===== src/rtl/shift_reg_pkg.sv =====
// rtl/shift_reg_pkg.sv - shared encodings for the burst shift register
package shift_reg_pkg;

    typedef enum logic [2:0] {
        HOLD = 3'b000,
        SHR  = 3'b001,
        SHL  = 3'b010,
        LOAD = 3'b011,
        ROR  = 3'b100,
        ROL  = 3'b101,
        ASR  = 3'b110,
        CLR  = 3'b111
    } mode_e;

    typedef enum logic {
        IDLE = 1'b0,
        RUN  = 1'b1
    } state_e;

endpackage


===== src/rtl/shift_core.sv =====
// rtl/shift_core.sv - combinational next-value function of the shift register
module shift_core
    import shift_reg_pkg::*;
#(
    parameter int WIDTH = 8,
    parameter int AW    = $clog2(WIDTH)
) (
    input  logic [WIDTH-1:0] q_i,
    input  mode_e            mode_i,
    input  logic [AW-1:0]    amt_i,
    input  logic             serial_in_i,
    input  logic [WIDTH-1:0] in_i,
    output logic [WIDTH-1:0] q_next_o
);

    logic [WIDTH-1:0]   ones;
    logic [WIDTH-1:0]   hi_fill_mask;
    logic [WIDTH-1:0]   lo_fill_mask;
    logic [2*WIDTH-1:0] dbl_r;
    logic [2*WIDTH-1:0] dbl_l;

    // Fill masks mark the vacated bit positions; rotates use a doubled copy of q
    always_comb begin
        ones         = '1;
        hi_fill_mask = ~(ones >> amt_i);
        lo_fill_mask = ~(ones << amt_i);
        dbl_r        = {q_i, q_i} >> amt_i;
        dbl_l        = {q_i, q_i} << amt_i;
        q_next_o     = q_i;
        unique case (mode_i)
            HOLD: q_next_o = q_i;
            SHR:  q_next_o = (q_i >> amt_i) | (serial_in_i ? hi_fill_mask : '0);
            SHL:  q_next_o = (q_i << amt_i) | (serial_in_i ? lo_fill_mask : '0);
            LOAD: q_next_o = in_i;
            ROR:  q_next_o = dbl_r[WIDTH-1:0];
            ROL:  q_next_o = dbl_l[2*WIDTH-1:WIDTH];
            ASR:  q_next_o = (q_i >> amt_i) | (q_i[WIDTH-1] ? hi_fill_mask : '0);
            CLR:  q_next_o = '0;
            default: q_next_o = q_i;
        endcase
    end

endmodule


===== src/rtl/burst_shift_register.sv =====
// rtl/burst_shift_register.sv - universal shift register with burst repeat FSM
module burst_shift_register
    import shift_reg_pkg::*;
#(
    parameter int WIDTH     = 8,
    parameter int MAX_BURST = WIDTH,
    parameter int AW        = $clog2(WIDTH),
    parameter int CW        = $clog2(MAX_BURST + 1)
) (
    input  logic             clk_i,
    input  logic             rst_i,
    input  logic             en_i,
    input  logic [2:0]       mode_i,
    input  logic [AW-1:0]    amt_i,
    input  logic             serial_in_i,
    input  logic [WIDTH-1:0] in_i,
    input  logic             start_i,
    input  logic [CW-1:0]    burst_len_i,
    output logic [WIDTH-1:0] q_o,
    output logic             serial_out_msb_o,
    output logic             serial_out_lsb_o,
    output logic             busy_o,
    output logic             done_o
);

    state_e           state_q, state_d;
    mode_e            mode_lat_q, mode_lat_d;
    logic [CW-1:0]    count_q, count_d;
    logic [WIDTH-1:0] q_q, q_d;
    logic             done_q, done_d;

    mode_e            core_mode;
    logic [AW-1:0]    core_amt;
    logic [WIDTH-1:0] core_next;

    // A running burst replays the latched op one position per step
    always_comb begin
        core_mode = mode_e'(mode_i);
        core_amt  = amt_i;
        if (state_q == RUN) begin
            core_mode = mode_lat_q;
            core_amt  = AW'(1);
        end
    end

    shift_core #(
        .WIDTH (WIDTH),
        .AW    (AW)
    ) u_core (
        .q_i         (q_q),
        .mode_i      (core_mode),
        .amt_i       (core_amt),
        .serial_in_i (serial_in_i),
        .in_i        (in_i),
        .q_next_o    (core_next)
    );

    // Next-state: direct ops or burst acceptance in IDLE, counted steps in RUN
    always_comb begin
        state_d    = state_q;
        mode_lat_d = mode_lat_q;
        count_d    = count_q;
        q_d        = q_q;
        done_d     = 1'b0;
        unique case (state_q)
            IDLE: begin
                if (start_i) begin
                    if (burst_len_i != '0) begin
                        mode_lat_d = mode_e'(mode_i);
                        count_d    = (burst_len_i > CW'(MAX_BURST)) ? CW'(MAX_BURST) : burst_len_i;
                        state_d    = RUN;
                    end else begin
                        done_d = 1'b1;
                    end
                end else if (en_i) begin
                    q_d = core_next;
                end
            end
            RUN: begin
                if (en_i) begin
                    q_d     = core_next;
                    count_d = count_q - CW'(1);
                    if (count_q == CW'(1)) begin
                        state_d = IDLE;
                        done_d  = 1'b1;
                    end
                end
            end
            default: state_d = IDLE;
        endcase
    end

    // State, counter and data registers with synchronous reset
    always_ff @(posedge clk_i) begin
        if (rst_i) begin
            state_q    <= IDLE;
            mode_lat_q <= HOLD;
            count_q    <= '0;
            q_q        <= '0;
            done_q     <= 1'b0;
        end else begin
            state_q    <= state_d;
            mode_lat_q <= mode_lat_d;
            count_q    <= count_d;
            q_q        <= q_d;
            done_q     <= done_d;
        end
    end

    assign q_o              = q_q;
    assign serial_out_msb_o = q_q[WIDTH-1];
    assign serial_out_lsb_o = q_q[0];
    assign busy_o           = (state_q == RUN);
    assign done_o           = done_q;

endmodule

===== config.mk =====
export PLATFORM = sky130hd
export DESIGN_NAME = burst_shift_register
export DESIGN_NICKNAME = d
export VERILOG_FILES = /design/src/rtl/shift_reg_pkg.sv /design/src/rtl/shift_core.sv /design/src/rtl/burst_shift_register.sv
export SDC_FILE = /design/constraint.sdc
export NUM_CORES = 1
export LEC_CHECK = 0
export CAP_MARGIN = 5
export CORE_MARGIN = 2
export CORE_UTILIZATION = 53
export CTS_BUF_LIST = sky130_fd_sc_hd__clkbuf_8
export DETAILED_ROUTE_END_ITERATION = 7
export HOLD_SLACK_MARGIN = 0.02
export PLACE_DENSITY = 0.81
export SLEW_MARGIN = 15
export SYNTH_ARGS = -nofsm -noshare
export SYNTH_HDL_FRONTEND = slang
export SYNTH_SLANG_ARGS = --single-unit

===== constraint.sdc =====
create_clock -name clk_i -period 2 [get_ports clk_i]
set_clock_uncertainty 0.15 [all_clocks]
set_input_delay 0.5 -clock clk_i [delete_from_list [all_inputs] [get_ports clk_i]]
set_output_delay 0.5 -clock clk_i [all_outputs]
set_load 0.05 [all_outputs]

======== Word-level counts from Yosys, hierarchy flattened ========
Index checks and enable logic that the tools add are counted.
operators by class
  $add $sub $neg .......................... 1
  $mul .................................... 0
  divide/modulo/power cells ............... 0
  order comparisons ....................... 1
  equal/unequal tests ..................... 12
  shift operators ......................... 6
  mux-type cells .......................... 24
  bitwise operators ....................... 6
  reduce and logical (&&, ||, !) cells .... 4
operator list
  cell                                               count
  case mux 8 bit (8 select lines)                    1
  2-to-1 mux 8 bit                                   5
  bitwise OR 8 bit                                   3
  2-to-1 mux 4 bit                                   4
  NOT 8 bit                                          2
  case mux 8 bit (2 select lines)                    1
  << shifter 16 x 3 -> 16 bit                        1
  right shift 16 x 3 -> 8 bit                        1
  == test 3 bit (second input constant)              4
  2-to-1 mux 1 bit                                   8
  != test 2 bit (second input constant)              4
  case mux 4 bit (2 select lines)                    1
  << shifter 8 x 3 -> 8 bit                          1
  << shifter 8 x 3 -> 8 bit (first input constant)   1
  right shift 8 x 3 -> 8 bit                         1
  right shift 8 x 3 -> 8 bit (first input constant)  1
  == test 3 x 2 -> 1 bit (second input constant)     2
  2-to-1 mux 3 bit                                   2
  AND reduction 3 bit                                2
  == test 4 x 1 -> 1 bit (second input constant)     1
  > comparator 4 bit (second input constant)         1
  case mux 1 bit (2 select lines)                    2
  nonzero test 4 bit                                 1
  subtractor 4 x 1 -> 4 bit (second input constant)  1
  3 further kinds                                    3
word-level totals
  flip-flop bits (word level) ............. 17
  latch bits .............................. 0
  bits in writable memories ............... 0
  bits in read-only memories .............. 0
  input port bits ......................... 23
  output and inout port bits .............. 12
  memories kept ........................... 0

======== Depth between registers and ports, before layout ========
  depth after elaboration ................. 9
  gate-level depth with buffers ........... 10
  gate-level depth less buffers ........... 6

======== Cells and area by module ========
From an unflattened synthesis, not the netlist that was laid out.
second synthesis, totals
  cell total of the unflattened synthesis .. 278
  area total of the unflattened synthesis .. 2160.8 sq um
modules (own cells, without submodules)
  module                times used  cells an instance  area an instance (sq um)  sequential area each (sq um)
  shift_core            1           181                1328.8                    0.0
  burst_shift_register  1           97                 832.0                     340.3

======== Least setup slack after synthesis ========
OpenSTA, ideal clock, no wires.
  path kind ............................... register to register
  start point ............................. register state_q (netlist: busy_o)
  end point ............................... register q_q[4] (netlist: q_o[4])
  setup time .............................. 0.133 ns
  arrival ................................. 2.129 ns
  setup slack ............................. -0.412 ns
  stages on the path, launching flop included .. 9
  period minus slack after synthesis ...... 2.412 ns
  path through ............................ dfxtp_1 > buf_6 > nand2b_2 > buf_2 > mux4_2 > a32oi_1 > o21ai_1 > nor4_1 > nor3_1
on the way
  word-level cells in the longest chain between the ends .. 9
ends and longest elaborated chain
  what                                                                            RTL line                                                RTL
  from (decl)                                                                     burst_shift_register.sv:26                              state_e state_q, state_d;
  from (signal assigned)                                                          burst_shift_register.sv:102                             state_q <= state_d;
  2-to-1 mux 3 bit                                                                burst_shift_register.sv:40                              if (state_q == RUN) begin
  right shift 8 x 3 -> 8 bit / << shifter 8 x 3 -> 8 bit (equally long branches)  shift_core.sv:25, shift_core.sv:26
  NOT 8 bit, on equally long branches                                             shift_core.sv:25, shift_core.sv:26
  2-to-1 mux 8 bit, on equally long branches                                      shift_core.sv:37, shift_core.sv:32, shift_core.sv:33
  bitwise OR 8 bit, on equally long branches                                      shift_core.sv:37, shift_core.sv:32, shift_core.sv:33
  case mux 8 bit (8 select lines)                                                 shift_core.sv:30                                        unique case (mode_i)
  2-to-1 mux 8 bit                                                                burst_shift_register.sv:75, burst_shift_register.sv:80
  2-to-1 mux 8 bit                                                                burst_shift_register.sv:67                              if (start_i) begin
  case mux 8 bit (2 select lines)                                                 burst_shift_register.sv:65                              unique case (state_q)
  to (signal assigned)                                                            burst_shift_register.sv:105                             q_q <= q_d;
  to (decl)                                                                       burst_shift_register.sv:29                              logic [WIDTH-1:0] q_q, q_d;
Several ways; a longest one is shown, not always the timed one. The select of a mux whose other input is x is not followed.
A chain may end at the register's enable or synchronous reset.

======== Worst setup path after layout ========
  start point ............................. register state_q (netlist: busy_o)
  end point ............................... register q_q[7] (netlist: q_o[7])
Same word-level chain as after synthesis.

==> out/metrics.cfg <==
[clock_tree]
clkSlewWorstSetupHoldPaths_ns = 0.08
numCtsBuffers = 3
insertion_delay_ns = 0.27
root_buffer = clkbuf_8
cts_buffer_depth = 2
cts.htree.levels = 1
holdBufCountCts = 0
cts_sinks = 17
cts_tree = done

[placement]
post-dp-hpwl_microns = 8833
port_buffers = 34
place_congestion = 1.123
dp_slack_ns = -0.8136

[worst_setup_path]
crit_path_start_kind = flip-flop
setup.reg_to_reg.worst_slack_ns = -0.48
worstPathMaxFanout = 7
r2r_end = q_o[7]
slowest_delay_ns = 0.47
worstSetupPathType = reg2reg
cp_slowest_cell = or4b_4
required_ns = 1.98
cp-end-kind = flip-flop
cp.arrival_ns = 2.46
reg2reg_depth = 8
crit_buf_inv = 2
r2r-start = busy_o
cp_cell_sequence = buf_6 -> buf_4 -> or4b_4 -> nand3_4 -> or2_1 -> a21oi_2 -> o32ai_1 -> a211oi_2
cpLargestDelayFamily = simple AND/OR/NAND/NOR gates

[power]
worst_ir_drop_vdd_mv = 0.3982
p_int_mw = 1.247
p_seq_frac = 0.203
leakagePower_nw = 1.798
switchingPower_mw = 1.095
comb_power_share = 0.673
p_sw_frac = 0.4676
power_density_nw_per_um2 = 512.4
p_clk_frac = 0.124

[timing]
tightest_slew_ns = 0.5901
finalSetupViolations = 8
finalCritPeriodShare = 1.239
period_needed_ns = 2.478
hold_viol = 0
slew_viol_final = 0
rsz0062_at_grt = true
setup_slack_ns = -0.4781
relSlewSlack = 0.6039
final.setup.tns_ns = -2.444
fmax_ghz = 0.4035

[routing]
wire_per_inst_microns = 27.42
vias = 4132
first_pass_iters = 8
drt-total-wl_microns = 15190
drtIter0Drc = 666
drt-vias-per-instance = 7.458
drc_errors = 39
antenna_left = 0

[global_route]
grt_pass1_vias = 3703
grt_remaining_overflow = 0
grtUsageTotal = 0.4366
grt_pass1_wl_microns = 19880
antenna_found_initial = 0
grt_start_max_net_pins = 18

[logic_synthesis]
synth_seq_cells = 17
syn_area_sq_um = 2768
ys_seq_area_frac = 0.1230
async_flop_share = 0
synth.avg_cell_area_sq_um = 7.709
yosys_warnings = 0
synthDistinctLibCells = 69
syn-num-nets = 384
synth_flop_cell = dfxtp_1
synth_edf_count = 0
synthCells = 359

[layout]
most-common-layout-cells = 112 x buf_4, 30 x nand2_1, 30 x nor2_1, 23 x a21oi_1, 19 x mux4_2
fin_util = 0.9006
final_nets = 510
n_fill_cell = 231
diodes = 0
final_common_cell = buf_4
post_route_cells_drive_above_1_share = 0.5248
synthToLayoutAreaGrowth_pct = 65.14

[hold_path]
hp-start = count_q[3]
min_path_cells = 2
hold_path_class = reg2reg
hold-path-endpoint = count_q[3]

[floorplan]
start_util = 0.5454
dieArea_sq_um = 5816
num_rows = 26
io_pins = 35
die_w_microns = 76.27
die_h_microns = 76.27
core_sq_um = 5075

[job]
drv_cap = 0

[status]
violations = DRC, setup timing
status = complete, but fails checks

-- worst max-delay path by stage --
stage                         from     end  slack, ns  depth (start not counted)
final                       busy_o  q_o[7]      -0.48                          8
after global routing        busy_o  q_o[3]      -0.44                          7
after CTS                   busy_o  q_o[7]      -0.21                          7
after detailed placement  amt_i[0]  q_o[6]      -0.81                          9
after global placement    amt_i[0]  q_o[1]      -0.81                          8
after floorplan             busy_o  q_o[6]      -0.07                          8
-- logic make-up (layout without fill, tap and decap cells) --
kind of cell / Yosys count / count (layout) / share of synthesized area
compound gates: 110 / 110 / 0.2694
fa+ha+maj: 2 / 2 / 0.009040
buf+inv: 55 / 179 / 0.1040
flops: 17 / 17 / 0.1230
mux: 35 / 35 / 0.2202
simple gates: 140 / 141 / 0.2744
-- per-stage QoR --
stage               power (mW)  instance area (sq um)  std cells  hold WS [ns]
global placement         1.679                   3949        532        0.3305
CTS                      2.074                   4280        553        0.3570
detailed placement       1.701                   3949        532        0.3459
finish                   2.342                   4571        554        0.3972
global route             2.354                   4571        554        0.3992
floorplan                1.146                   2825        359        0.3171
-- worst min-delay path, stage by stage (launching register included) --
cell     delay [ns]
dfxtp_1        0.33
o21ai_0        0.10
a21oi_1        0.07
-- power by group through the flow --
stage	clock network (mW)	logic (mW)	registers, mW
6_report	0.290	1.58	0.476
5_1_grt	0.283	1.60	0.469
4_1_cts	0.277	1.34	0.455
3_5_place_dp	0	1.23	0.473
3_3_place_gp	0	1.21	0.472
2_1_floorplan	0	0.674	0.472
-- sequential cells by signal (all words and copies together), names as in the netlist --
name,cells
done_o,1
busy_o,1
count_q,4
q_o,8
mode_lat_q,3
-- synthesized netlist by cell type, types with 2 or more instances --
cell type	count	area, sq um
a2111oi_2	2	30.03
mux4_2	19	427.9
nor4_1	10	62.56
a21oi_1	31	155.2
buf_2	14	70.07
o21a_1	2	15.01
a311oi_1	2	17.52
a211oi_1	8	60.06
a31oi_1	4	25.02
nand3b_1	2	15.01
o21ai_0	19	95.09
clkbuf_1	17	63.81
nor3_1	8	40.04
or3_1	2	12.51
mux2i_1	11	110.1
nand3_1	12	60.06
mux2_2	3	33.78
dfxtp_1	17	340.3
o221ai_1	4	35.03
and3_1	2	12.51
o21ai_1	4	20.02
or4b_1	2	20.02
inv_1	11	41.29
or2_1	2	12.51
a221oi_1	4	35.03
nor2_1	35	131.4
nand2b_1	7	43.79
a22oi_1	2	15.01
o22ai_1	3	18.77
buf_4	7	52.55
nand4_1	4	25.02
a21o_1	2	15.01
buf_6	5	56.30
nor2b_1	3	18.77
ha_1	2	25.02
nand2_1	36	135.1
a32oi_1	2	17.52
o211ai_1	5	37.54
o32ai_1	4	35.03
-- per-layer routing --
layer | vias up | track usage | wire, microns
li1 | 1623 | - | -
met1 | 1843 | 0.5800 | 5076
met2 | 477 | 0.6850 | 6347
met3 | 187 | 0.08531 | 2254
met4 | 2 | 0.2055 | 1481
met5 | - | 0 | 29
-- repair_timing --
action,CTS,global route
buffers inserted,17,4
resized for setup,49,68
pin swaps,17,32
cloned,1,0
setup endpoints to repair,9,13
hold endpoints to repair,0,0
-- final cells by class --
| class | count | area (sq um) | area share |
|---|---|---|---|
| repair buffers | 164 | 1489 | 0.3258 |
| clock inverters | 1 | 5.005 | 0.001095 |
| clock buffers | 3 | 41.29 | 0.009034 |
| multi-input cells | 288 | 2559 | 0.5598 |
| flip-flops and latches | 17 | 347.8 | 0.07610 |
| inverters | 11 | 41.29 | 0.009034 |
| well taps | 70 | 87.58 | 0.01916 |
(Power assumes the default switching activity.)
==> patch, RTL diff (same settings) <==
Make the reset (`rst_i`) asynchronous in one clocked block. Comments in the files are not updated.
--- a/src/rtl/burst_shift_register.sv
+++ b/src/rtl/burst_shift_register.sv
@@ -91,7 +91,7 @@
     end
 
     // State, counter and data registers with synchronous reset
-    always_ff @(posedge clk_i) begin
+    always_ff @(posedge clk_i or posedge rst_i) begin
         if (rst_i) begin
             state_q    <= IDLE;
             mode_lat_q <= HOLD;
Function: differs if rst_i is asserted again (counterexample within 4 cycles, from zero or initial values and one cycle with rst_i high); with rst_i held inactive, the same outputs for 4 cycles.
==> patch against the unedited design <==
The run still ends with DRC, setup timing left; maximum frequency increased by 8.2%; synthesized area decreased by 5.7%; hold slack improved by 0.032 ns; die area decreased by 5.4%; wire length decreased by 10%; cell area decreased by 7.6%; critical path depth increased by 1; setup slack improved by 0.19 ns; synthesized cell count decreased by 6.1%; sequential cell count unchanged; critical endpoint is now q_o[7]; largest cell class unchanged.
Power is left out: it rests on default switching activity, and per cell area and clock period it moved more than threefold.
==> patch: results (changes against the unedited design) <==
.. list-table::
   :header-rows: 1

   * - Metric
     - Value
   * - Met1 GRT Util
     - 0.5467 (-0.03334)
   * - Class of the tightest hold or removal check
     - input pin to async pin
   * - Distinct cell type count of the synthesized netlist
     - 72 (+4.3%)
   * - Top cells by area in the synthesized netlist
     - sky130_fd_sc_hd__dfrtp_1, sky130_fd_sc_hd__mux4_2, sky130_fd_sc_hd__nand2_1
   * - Violated checks
     - DRC, setup timing
   * - Share of the final layout cell area in multi-input gates
     - 0.5290 (-0.03079)
   * - Critical path's slowest cell
     - sky130_fd_sc_hd__dfrtp_2
   * - R2r endpoint
     - q_o[7]
   * - Worst R2R Path Depth
     - 9 (+1)
   * - Area used by multi-input combinational logic
     - 2235 um2 (-13%)
   * - Avg Inst Size Synth
     - 7.741 um2 (+0.41%)
   * - Startpoint of the lowest-slack register-to-register path
     - busy_o
   * - Avg WL per Cell
     - 25.99 um (-5.2%)
   * - Horizontal die dimension
     - 74.16 um (-2.8%)
   * - Remaining design rule violation count
     - 1 (-97%)
   * - DRC marker count from the first detailed-route iteration
     - 802 (+20%)
   * - Post-Place Setup Slack
     - -0.7423 ns (+0.07123 ns)
   * - Post-DP HPWL
     - 8543 um (-3.3%)
   * - First-pass GRT wire length
     - 18830 um (-5.3%)
   * - Number of signal-net inverters in the final layout
     - 10 (-1)
   * - Total Routed Length
     - 13650 um (-10%)
   * - Area after DPL
     - 3847 um2 (-2.6%)
   * - Length of routed wiring on met1
     - 4563 um (-10%)
   * - Highest metal layer with signal wires
     - met4
   * - Non-clk buf share
     - 0.3291 (+0.003327)
   * - Final number of setup-violating endpoints
     - 10 (+2)
   * - Number of well taps
     - 67 (-4.3%)
   * - Sequential cell area in the final layout
     - 426.7 um2 (+23%)
   * - Layout Nets
     - 484 (-5.1%)
   * - Met2 wire length
     - 6104 um (-3.8%)
   * - Synth async-reset ratio
     - 1.000 (+1.000)
   * - Crit path DAT
     - 2.29 ns (-0.17 ns)
   * - Vias in the first global route
     - 3535 (-4.5%)
   * - Fraction of final layout cells sized beyond drive strength 1
     - 0.4541 (-0.07064)
   * - Top post-synthesis cells by count
     - sky130_fd_sc_hd__nand2_1, sky130_fd_sc_hd__a21oi_1, sky130_fd_sc_hd__nor2_1, sky130_fd_sc_hd__o21ai_0, sky130_fd_sc_hd__dfrtp_1
   * - Number of placed instances, taps included
     - 508 (-4.5%)
   * - Placer Congestion
     - 1.077 (-4.1%)
   * - Met2 GRT Util
     - 0.7431 (+0.05810)
   * - Total GRT Usage
     - 0.4590 (+0.02245)
   * - Max-Slew Margin vs Limit
     - 0.6149 (+0.01099)
   * - Detailed route wirelength on metal3
     - 1795 um (-20%)
   * - PnR worst setup slack
     - -0.2914 ns (+0.1868 ns)
   * - GR met3 Demand/Resource
     - 0.1138 (+0.02851)
   * - Portion of the post-synthesis area used by sequential elements
     - 0.1631 (+0.04010)
   * - Dominant synthesized flop cell
     - sky130_fd_sc_hd__dfrtp_1
   * - Proportion of cell area spent on the clock network
     - 0.01155 (+0.001423)
   * - Run status
     - finished, violations left
   * - Syn_nets
     - 362 (-5.7%)
==> patch: cell types whose count changed in the layout (fill, tap and decap cells not counted), moves of 5 or more <==
cell,unedited run,this run
sky130_fd_sc_hd__dfxtp_1,13,0
sky130_fd_sc_hd__and2_1,0,5
sky130_fd_sc_hd__buf_6,17,9
sky130_fd_sc_hd__nand2_1,30,35
sky130_fd_sc_hd__mux2_2,2,8
sky130_fd_sc_hd__mux2i_1,10,4
sky130_fd_sc_hd__dfrtp_1,0,16
sky130_fd_sc_hd__mux4_2,19,8
sky130_fd_sc_hd__nor2_1,30,15
==> patch: cell families after synthesis <==
| kind of cell | Yosys count | synth area share |
|---|---|---|
| simple gates | 132 | 0.2796 |
| compound gates | 116 | 0.3118 |
| buf+inv | 45 | 0.08920 |
| mux | 25 | 0.1468 |
| flops | 17 | 0.1631 |
| fa+ha+maj | 2 | 0.009591 |
==> patch: how the worst max path moves through the flow <==
stage             end     start  slack (ns)
2_1_floorplan  q_o[3]    busy_o       -0.12
3_3_place_gp   q_o[3]  amt_i[0]       -0.67
3_5_place_dp   q_o[1]  amt_i[0]       -0.74
4_1_cts        q_o[7]    busy_o       -0.21
5_1_grt        q_o[7]    busy_o       -0.39
6_report       q_o[7]    busy_o       -0.29
==> patch: timing repair <==
item / in CTS / in global routing
pin swaps: 15 / 5
setup buffers: 7 / 6
endpoints found under the hold margin: 0 / 0
hold buffers: 0 / 0
resized for setup: 44 / 17
setup endpoints to repair: 8 / 13
==> patch: critical path, delay by kind of cell, from the launching register on <==
kind	cells	cell delay (ns)
AND/OR/NAND/NOR	1	0.20
buffers and inverters	4	0.60
AO/OA/AOI/OAI	3	0.38
multiplexers	1	0.37
flip-flops	1	0.46
